## src/rtl/time_mode_ctrl.sv

```systemverilog
// Alarm-clock mode controller: button strobes -> time-calculator controls, alarm register, ring output.
// Optional snooze state is built when ALARM_SNOOZE_EN is defined.
module time_mode_ctrl #(
    parameter int unsigned VIEW_TICKS   = 100,
    parameter int unsigned RING_TICKS   = 6000,
    parameter int unsigned SNOOZE_TICKS = 30000
) (
    input  logic        CLK,
    input  logic        RESETN,
    input  logic        BTN_MODE,
    input  logic        BTN_UP,
    input  logic        BTN_DOWN,
    input  logic        BTN_OK,
    input  logic [16:0] CUR_TIME,
    output logic [2:0]  FLAG,
    output logic        IS_SAVED_TIME,
    output logic [16:0] IN_TIME,
    output logic [16:0] ALARM_TIME,
    output logic [16:0] EDIT_TIME,
    output logic [1:0]  EDIT_FIELD,
    output logic        ALARM_ARMED,
    output logic        ALARM_RING
);

    // state    | meaning
    // RUN      | clock running, alarm match armed     SET_*/ALM_* | editing time / alarm field
    // VIEW_ALM | alarm shown for VIEW_TICKS           RING/SNOOZE | buzzer on / snooze delay
    typedef enum logic [3:0] {
        S_RUN, S_SET_HR, S_SET_MIN, S_SET_SEC, S_ALM_HR, S_ALM_MIN, S_VIEW_ALM, S_RING
`ifdef ALARM_SNOOZE_EN
        , S_SNOOZE
`endif
    } state_t;

    state_t      state_q, state_d;
    logic [31:0] tick_q, tick_d;
    logic [16:0] edit_q, edit_d, in_q, in_d, alarm_q, alarm_d;
    logic        armed_q, armed_d, saved_q, saved_d, guard_q, guard_d, ring_q;
    logic [2:0]  flag_q;
    logic [1:0]  field_q;
    logic        b_mode, b_ok, b_up, b_down, b_any, match_raw, match;
    logic [16:0] stepped;

    function automatic logic [5:0] wrap60(input logic [5:0] v, input logic up);
        if (up) return (v >= 6'd59) ? 6'd0 : v + 6'd1;
        return (v == 6'd0) ? 6'd59 : v - 6'd1;
    endfunction

    function automatic logic [16:0] step_field(input logic [16:0] t, input logic [1:0] fld,
                                               input logic up);
        logic [16:0] r;
        r = t;
        case (fld)
            2'd1: begin
                if (up && t[15:12] >= 4'd11) begin
                    r[15:12] = 4'd0;
                    r[16]    = ~t[16];
                end else if (!up && t[15:12] == 4'd0) begin
                    r[15:12] = 4'd11;
                    r[16]    = ~t[16];
                end else begin
                    r[15:12] = up ? t[15:12] + 4'd1 : t[15:12] - 4'd1;
                end
            end
            2'd2:    r[11:6] = wrap60(t[11:6], up);
            2'd3:    r[5:0]  = wrap60(t[5:0], up);
            default: r = t;
        endcase
        return r;
    endfunction

    function automatic logic [2:0] flag_of(input state_t s);
        case (s)
            S_SET_HR, S_SET_MIN, S_SET_SEC: return 3'b010;
            S_ALM_HR, S_ALM_MIN:            return 3'b011;
            S_VIEW_ALM:                     return 3'b001;
            default:                        return 3'b000;
        endcase
    endfunction

    function automatic logic [1:0] field_of(input state_t s);
        case (s)
            S_SET_HR, S_ALM_HR:   return 2'd1;
            S_SET_MIN, S_ALM_MIN: return 2'd2;
            S_SET_SEC:            return 2'd3;
            default:              return 2'd0;
        endcase
    endfunction

    assign b_mode    = BTN_MODE;
    assign b_ok      = BTN_OK & ~BTN_MODE;
    assign b_up      = BTN_UP & ~BTN_MODE & ~BTN_OK;
    assign b_down    = BTN_DOWN & ~BTN_MODE & ~BTN_OK & ~BTN_UP;
    assign b_any     = BTN_MODE | BTN_OK | BTN_UP | BTN_DOWN;
    assign match_raw = armed_q && (CUR_TIME[16:6] == alarm_q[16:6]) && (CUR_TIME[5:0] == 6'd0);
    // guard_q blocks a second ring while the same matching second is still presented
    assign match     = match_raw && !guard_q;
    assign stepped   = step_field(edit_q, field_q, b_up);

    always_comb begin
        state_d = state_q;
        edit_d  = edit_q;
        in_d    = in_q;
        alarm_d = alarm_q;
        armed_d = armed_q;
        saved_d = 1'b0;
        guard_d = guard_q & match_raw;
        tick_d  = tick_q + 32'd1;
        case (state_q)
            S_RUN: begin
                if (match) begin
                    state_d = S_RING;
                    guard_d = 1'b1;
                end else if (b_mode) begin
                    state_d = S_SET_HR;
                    edit_d  = CUR_TIME;
                end else if (b_down) begin
                    state_d = S_ALM_HR;
                    edit_d  = alarm_q;
                end else if (b_up) begin
                    state_d = S_VIEW_ALM;
                end
            end
            S_SET_HR, S_SET_MIN, S_SET_SEC: begin
                if (b_mode) begin
                    state_d = (state_q == S_SET_HR)  ? S_SET_MIN :
                              (state_q == S_SET_MIN) ? S_SET_SEC : S_SET_HR;
                end else if (b_ok) begin
                    in_d    = edit_q;
                    saved_d = 1'b1;
                    state_d = S_RUN;
                end else if (b_up || b_down) begin
                    edit_d = stepped;
                end
            end
            S_ALM_HR, S_ALM_MIN: begin
                if (b_mode) begin
                    state_d = (state_q == S_ALM_HR) ? S_ALM_MIN : S_ALM_HR;
                end else if (b_ok) begin
                    alarm_d = {edit_q[16:6], 6'd0};
                    armed_d = 1'b1;
                    state_d = S_RUN;
                end else if (b_up || b_down) begin
                    edit_d = stepped;
                end
            end
            S_VIEW_ALM: begin
                if (b_any || tick_q == VIEW_TICKS - 1) state_d = S_RUN;
            end
            S_RING: begin
                if (b_ok || tick_q == RING_TICKS - 1) state_d = S_RUN;
`ifdef ALARM_SNOOZE_EN
                else if (b_down) state_d = S_SNOOZE;
`endif
            end
`ifdef ALARM_SNOOZE_EN
            S_SNOOZE: begin
                if (b_ok) state_d = S_RUN;
                else if (tick_q == SNOOZE_TICKS - 1) state_d = S_RING;
            end
`endif
            default: state_d = S_RUN;
        endcase
        if (state_d != state_q) tick_d = 32'd0;
    end

    always_ff @(posedge CLK or negedge RESETN) begin
        if (!RESETN) begin
            state_q <= S_RUN;
            tick_q  <= 32'd0;
            edit_q  <= 17'd0;
            in_q    <= 17'd0;
            alarm_q <= 17'd0;
            armed_q <= 1'b0;
            saved_q <= 1'b0;
            guard_q <= 1'b0;
            ring_q  <= 1'b0;
            flag_q  <= 3'b000;
            field_q <= 2'd0;
        end else begin
            state_q <= state_d;
            tick_q  <= tick_d;
            edit_q  <= edit_d;
            in_q    <= in_d;
            alarm_q <= alarm_d;
            armed_q <= armed_d;
            saved_q <= saved_d;
            guard_q <= guard_d;
            ring_q  <= (state_d == S_RING);
            flag_q  <= flag_of(state_d);
            field_q <= field_of(state_d);
        end
    end

    assign FLAG          = flag_q;
    assign IS_SAVED_TIME = saved_q;
    assign IN_TIME       = in_q;
    assign ALARM_TIME    = alarm_q;
    assign EDIT_TIME     = edit_q;
    assign EDIT_FIELD    = field_q;
    assign ALARM_ARMED   = armed_q;
    assign ALARM_RING    = ring_q;

endmodule

```

## config.mk

```make
export PLATFORM = sky130hd
export DESIGN_NAME = time_mode_ctrl
export DESIGN_NICKNAME = d
export VERILOG_FILES = /design/src/rtl/time_mode_ctrl.sv
export SDC_FILE = /design/constraint.sdc
export NUM_CORES = 1
export LEC_CHECK = 0
export CAP_MARGIN = 5
export CORE_MARGIN = 8
export CORE_UTILIZATION = 45
export DETAILED_ROUTE_END_ITERATION = 8
export PLACE_DENSITY = 0.78
export SLEW_MARGIN = 40
export SYNTH_ARGS = -nofsm -noshare
export SYNTH_HDL_FRONTEND = slang
export SYNTH_SLANG_ARGS = --single-unit
```

## constraint.sdc

```tcl
create_clock -name CLK -period 2.99 [get_ports CLK]
set_input_delay 0.4485 -clock CLK [delete_from_list [all_inputs] [get_ports CLK]]
set_output_delay 0.4485 -clock CLK [all_outputs]
set_load 0.005 [all_outputs]
```

# Word level (Yosys, flattened, before mapping)
# Index checks and enable logic that the tools add are counted.
[word_totals]
in_bits = 23
regBits = 90
mem_bits_rw = 0
latch_bits = 0
mem_bits_ro = 0
out_inout_bits = 59
memories = 0
elab_cells = 143
[classes]
muxes = 46
add_sub_neg = 7
n_lt_le_gt_ge = 3
multipliers = 0
n_shift = 0
div_mod_pow = 0
reduce_logical = 29
eq_ne = 30
n_bitwise = 14
[op_table]
columns = ["op", "count"]
rows = [
  ["two-way mux 17 bit", 6],
  ["two-way mux 6 bit", 10],
  ["two-way mux 4 bit", 11],
  ["one-hot mux 17 bit (2 select lines)", 1],
  ["adder 32 x 1 -> 32 bit (second input constant)", 1],
  ["equality test 32 x 13 -> 1 bit (second input constant)", 1],
  ["equality test 32 x 7 -> 1 bit (second input constant)", 1],
  ["equality test 4 x 3 -> 1 bit (second input constant)", 8],
  ["two-way mux 32 bit", 1],
  ["AND reduction 7 bit", 3],
  ["one-hot mux 4 bit (5 select lines)", 1],
  ["logical NOT 6 bit", 3],
  ["equality test 4 x 2 -> 1 bit (second input constant)", 4],
  ["adder 6 x 1 -> 6 bit (second input constant)", 2],
  ["greater-or-equal comparator 6 bit (second input constant)", 2],
  ["one-hot mux 2 bit (3 select lines)", 2],
  ["subtractor 6 x 1 -> 6 bit (second input constant)", 2],
  ["equality test 11 bit", 1],
  ["two-way mux 1 bit", 10],
  ["two-way mux 5 bit", 2],
  ["equality test 4 x 1 -> 1 bit (second input constant)", 2],
  ["logical NOT 4 bit", 2],
  ["inequality test 2 x 1 -> 1 bit (second input constant)", 4],
  ["AND reduction 8 bit", 1],
  ["other kinds (21)", 48],
]

# Logic depth before layout (Yosys ltp)
# Gate-level depths: netlist of the first run.
[logic_depth]
word_depth = 12
mapped_depth = 11
ltp_nobuf = 9

# Worst setup path before layout of the first run
# Ideal clock, no wire load.
[synth_timing]
kind = "in2reg"
startpoint = "input BTN_MODE"
endpoint = "register edit_q[15], in the netlist EDIT_TIME[15]"
stages = 10
path_buffers = 2
slack_ps = 362
arrival_ps = 2562
setup_time_ps = 66
required_time_ps = 2924
cell_sequence = "buf_2 nor3b_1 inv_1 clkbuf_1 ha_1 a21o_1 a21oi_1 o21ai_0 o31ai_1 o22a_1"
[synth_between]
elab_chain_len = 12
word_cells_on_any_way = 26
classes_between = "eq/ne: 4; mux: 10; bitwise: 7; reduce/logical: 5"
[synth_lines]
columns = ["element", "line_no", "rtl"]
rows = [
  ["start: declaration", "10", "input logic BTN_MODE,"],
  ["inverter 1 bit (no source line)", "n/a", ""],
  ["AND 1 bit (2 in series)", "92", "assign b_up = BTN_UP & ~BTN_MODE & ~BTN_OK;"],
  ["logical NOT 1 bit", "58", "end else if (!up && t[15:12] == 4'd0) begin"],
  ["logical AND 1 bit", "58", ""],
  ["two-way mux 4 bit", "58", ""],
  ["two-way mux 5 bit", "55", "if (up && t[15:12] >= 4'd11) begin"],
  ["two-way mux 5 bit", "53", "case (fld)"],
  ["two-way mux 17 bit", "132, 143", ""],
  ["two-way mux 17 bit", "128", "end else if (b_ok) begin"],
  ["two-way mux 17 bit", "125", "if (b_mode) begin"],
  ["one-hot mux 17 bit (2 select lines)", "109", "case (state_q)"],
  ["end signal: assignment", "183", "edit_q <= edit_d;"],
  ["end: declaration", "37", "logic [16:0] edit_q, edit_d, in_q, in_d, alarm_q, alarm_d;"],
]
# Parallel ways exist; a longest one is shown, timed or not. The select of a mux whose other input is x is not followed.
# A chain may end at the register's enable or synchronous reset.

# Worst setup path after layout of the first run
[layout_timing]
startpoint = "input BTN_OK"
endpoint = "register edit_q[12], in the netlist EDIT_TIME[12]"
[layout_between]
elab_chain_len = 11
word_cells_on_any_way = 21
classes_between = "eq/ne: 3; mux: 8; bitwise: 5; reduce/logical: 5"
[layout_lines]
columns = ["element", "line_no", "rtl"]
rows = [
  ["start: declaration", "13", "input logic BTN_OK,"],
  ["inverter 1 bit", "92, 93", ""],
  ["AND 1 bit", "92", ""],
  ["logical NOT 1 bit", "58", ""],
  ["logical AND 1 bit", "58", ""],
  ["two-way mux 4 bit", "58", ""],
  ["two-way mux 5 bit", "55", ""],
  ["two-way mux 5 bit", "53", ""],
  ["two-way mux 17 bit", "132, 143", ""],
  ["two-way mux 17 bit", "128", ""],
  ["two-way mux 17 bit", "125", ""],
  ["one-hot mux 17 bit (2 select lines)", "109", ""],
]
# Parallel ways exist; a longest one is shown, timed or not. The select of a mux whose other input is x is not followed.

==> results of run 1 <==
==> placed cells by master (no fill, tap or decap), types with 3 or more instances in the layout <==
cell              n
o211ai_1          3
nand2_1          45
nand2b_1          4
mux2i_1          12
o2111ai_1         4
buf_4            14
o221ai_1          4
clkinvlp_4        3
o21ai_0          30
dfrtp_1          89
a31oi_1           8
clkbuf_16         9
a21oi_1          23
clkdlybuf4s50_1  73
nor2_1           79
nor3_1            6
a211oi_1          7
xor2_1           20
mux2_2           18
nand4_1          14
a21o_1            3
nor4_1           11
nand3_1          24
or4_1             4
conb_1            8
o22ai_1           3
ha_1              7
and3_1           11
xnor2_1          27
nor3b_1           3
inv_1            19
o21a_1            4
==> per-layer routing <==
layer,routed length [um],vias to the layer above
li1,-,2125
met1,5624,2240
met2,6482,162
met3,822,28
met4,277,0
met5,0,-
==> registers in the layout, indices dropped and copies added, names as in the netlist <==
signal	cells
IN_TIME	17
EDIT_FIELD	2
ALARM_TIME	11
guard_q	1
ALARM_RING	1
ALARM_ARMED	1
tick_q	32
FLAG	2
EDIT_TIME	17
state_q	4
IS_SAVED_TIME	1
==> cells in the mapped netlist (5+ instances only) <==
library cell / number
o21ai_0: 30
nand3_1: 24
buf_2: 5
buf_4: 7
ha_1: 7
xnor2_1: 27
a31oi_1: 8
mux2i_1: 12
inv_1: 19
xor2_1: 20
nand4_1: 14
mux2_2: 18
a211oi_1: 7
dfrtp_1: 89
and3_1: 11
clkbuf_1: 17
nand2_1: 45
a21oi_1: 23
nor2_1: 79
nor4_1: 11
nor3_1: 6
==> through the flow <==
stage / worst slack, ns / instances / instance area (um2)
after floorplan: 0.3621 / 565 / 5174
after global placement: 0.2826 / 762 / 6031
after detailed placement: 0.1204 / 762 / 6031
after CTS: 0.4616 / 778 / 6336
after global routing: 0.2463 / 778 / 6336
final: 0.4227 / 778 / 6336
==> worst max-delay path, stage by stage <==
cell             delay, ns
clkdlybuf4s50_1       0.54
o21bai_1              0.25
a2111oi_0             0.47
a21oi_1               0.18
nor3_2                0.50
o221ai_1              0.25
o21a_1                0.16
==> kinds of logic (layout without fill, tap and decap cells) <==
kind of cell | Yosys count | in the layout | share of synthesized area
multiplexers | 30 | 30 | 0.06271
XOR/XNOR | 47 | 47 | 0.07997
other | 1 | 8 | 0.0007285
adder cells (fa/ha/maj) | 8 | 8 | 0.02090
flip-flops | 89 | 89 | 0.4327
AND/OR/NAND/NOR | 217 | 217 | 0.2071
AO/OA/AOI/OAI | 113 | 113 | 0.1466
buffers and inverters | 53 | 123 | 0.04934
==> how the worst max path moves through the flow <==
stage	startpoint	end	slack, ns	cells after the start
floorplan	BTN_MODE	EDIT_TIME[15]$_DFFE_PN0P_	0.36	10
global placement	BTN_OK	EDIT_TIME[15]$_DFFE_PN0P_	0.28	7
detailed placement	BTN_OK	EDIT_TIME[12]$_DFFE_PN0P_	0.12	7
CTS	BTN_OK	EDIT_TIME[12]$_DFFE_PN0P_	0.46	7
global route	BTN_OK	EDIT_TIME[12]$_DFFE_PN0P_	0.25	7
finish	BTN_OK	EDIT_TIME[12]$_DFFE_PN0P_	0.42	7
==> area by class of cell <==
type / instances / area, um2 / share of cell area
clock buffer: 10 / 239.0 / 0.03772
timing repair buffer: 88 / 855.8 / 0.1351
multi-input combinational: 423 / 2698 / 0.4258
tap: 143 / 178.9 / 0.02824
sequential: 89 / 2227 / 0.3515
inverter: 19 / 71.32 / 0.01126
clock inverter: 6 / 66.31 / 0.01047
==> power groups by stage <==
stage | clock (uW) | combinational (uW) | sequential (uW)
after global routing | 1230 | 1780 | 1900
after CTS | 1180 | 1650 | 1850
after detailed placement | 0 | 1630 | 1870
after global placement | 0 | 1590 | 1850
final | 1160 | 1630 | 1860
after floorplan | 0 | 857 | 1770
==> out/qor.yml, run 1 <==
sta:
  hold-worst-slack_ns: 0.1351
  max_freq_ghz: 0.3895
  tns_ns: 0
  finClkSkew_ns: 0.01493
  rsz0062_at_grt: "false"
  drv_slew: 0
  hold_viol: 0
  setup_violations: 0
  worstMarginPinSlew_ns: 0.7046
  slew_headroom: 0.5303
  fin_crit_ns: 2.567
  finalCritPeriodShare: 0.8586
setup_path:
  rrSetupSlack_ns: 0.52
  rr_worst_depth: 5
  endpoint_kind: "register"
  reg2reg_from: "state_q[1]$_DFF_PN0_"
  crit_type: "input pin to register"
  reg2reg_to: "EDIT_TIME[12]$_DFFE_PN0P_"
  start_kind: "input pin"
  path_max_fanout: 9
  critPathRequiredTime_ns: 3.22
  worstPathArrival_ns: 2.80
grt:
  grt_max_degree: 54
  grt.met2_usage: 0.3078
  globalRouteMet1Util: 0.2090
  grt_pass1_vias: 4501
  gr-max-usage-layer: "met2"
  grt_pass1_wl_um: 21570
  grt-ovfl-total: 0
  grt_usage: 0.1766
  use_met3: 0.03333
  antenna_found_initial: 0
yosys:
  yosysTopAreaCellShare: 0.4327
  synth_edf_count: 0
  synthTopCellsByArea: "dfrtp_1 43%, nor2_1 5.8%, xnor2_1 4.6%"
  ys_ff_latch: 89
  yosysWarnings: 0
  ys_async_sr_fraction: 1.000
  synth.distinct_cells: 63
  seq_area_frac_synth: 0.4327
  netlist_area_mm2: 0.005147
  synth-main-ff-cell: "dfrtp_1"
  syn-instance-count: 558
  yosys.area.top_type: "dfrtp_1"
  avgSynthCellArea_um2: 9.225
route:
  ant_nets: 0
  drt_wl_total_um: 13210
  drt_iter0_markers: 505
  drtPass1Iterations: 5
  num_vias: 4555
  wl_per_cell_um: 16.97
  drt_drc_violations_left: 0
  vias_per_cell: 5.855
power:
  fin_total_pwr_uw: 4643
  p_int_uw: 3080
  p_comb_frac: 0.351
  peakVddDrop_uv: 403.4
  switching_share: 0.3366
  p_leak_uw: 0.002653
  clock_power_share: 0.249
  powerDensity_mw_per_mm2: 732.7
  p_switching_uw: 1563
  seqPwrFrac: 0.400
flow_run:
  cap_violations: 0
layout:
  num_antenna_cells: 0
  layout.nets: 661
  drive_gt1_frac: 0.09449
  area_delta_synth_final_pct: 23.09
  fill_cells: 982
  post-route-util: 0.5621
floorplanning:
  core_area_mm2: 0.01127
  dieWidth_um: 123.0
  dieHeight_um: 123.0
  row_count: 39
  dieArea_mm2: 0.01512
  start_util: 0.4567
  pin_count: 82
cts:
  cts_tree: "done"
  numCtsBuffers: 9
  cts_setup_buffers: 0
  clock_latency_ns: 0.34
  cts_hold_buf: 0
  clockBufferDepth: 2
  clk_pin_slew_ns: 0.07
  htreeDepth: 3
  post_cts_resized: 0
  root_buffer: "clkbuf_16"
  cts_sinks: 89
min_path:
  hold_class: "input pin to asynchronous set/reset pin"
placement:
  numPortBuffers: 74
  gp_congestion: 0.9082
  dpl.hpwl_um: 9528
outcome:
  run_status: "finished, final reports clean"
Power figures use the tool's default switching activity.
==> inputs of run 2 (changes only) <==
--- a/config.mk
+++ b/config.mk
@@ -5,10 +5,10 @@
 export SDC_FILE = /design/constraint.sdc
 export NUM_CORES = 1
 export LEC_CHECK = 0
-export CAP_MARGIN = 5
 export CORE_MARGIN = 8
 export CORE_UTILIZATION = 45
 export DETAILED_ROUTE_END_ITERATION = 8
+export HOLD_SLACK_MARGIN = 0.06
 export PLACE_DENSITY = 0.78
 export SLEW_MARGIN = 40
 export SYNTH_ARGS = -nofsm -noshare
==> results of run 2 <==
The final DEF is identical to that of run 1; final timing and power are the same.
==> inputs of run 3 (changes only) <==
--- a/config.mk
+++ b/config.mk
@@ -5,6 +5,7 @@
 export SDC_FILE = /design/constraint.sdc
 export NUM_CORES = 1
 export LEC_CHECK = 0
+export ABC_CLOCK_PERIOD_IN_PS = 2990
 export CORE_MARGIN = 8
 export CORE_UTILIZATION = 45
 export DETAILED_ROUTE_END_ITERATION = 8
==> results of run 3 <==
The final DEF is identical to that of run 1; final timing and power are the same.
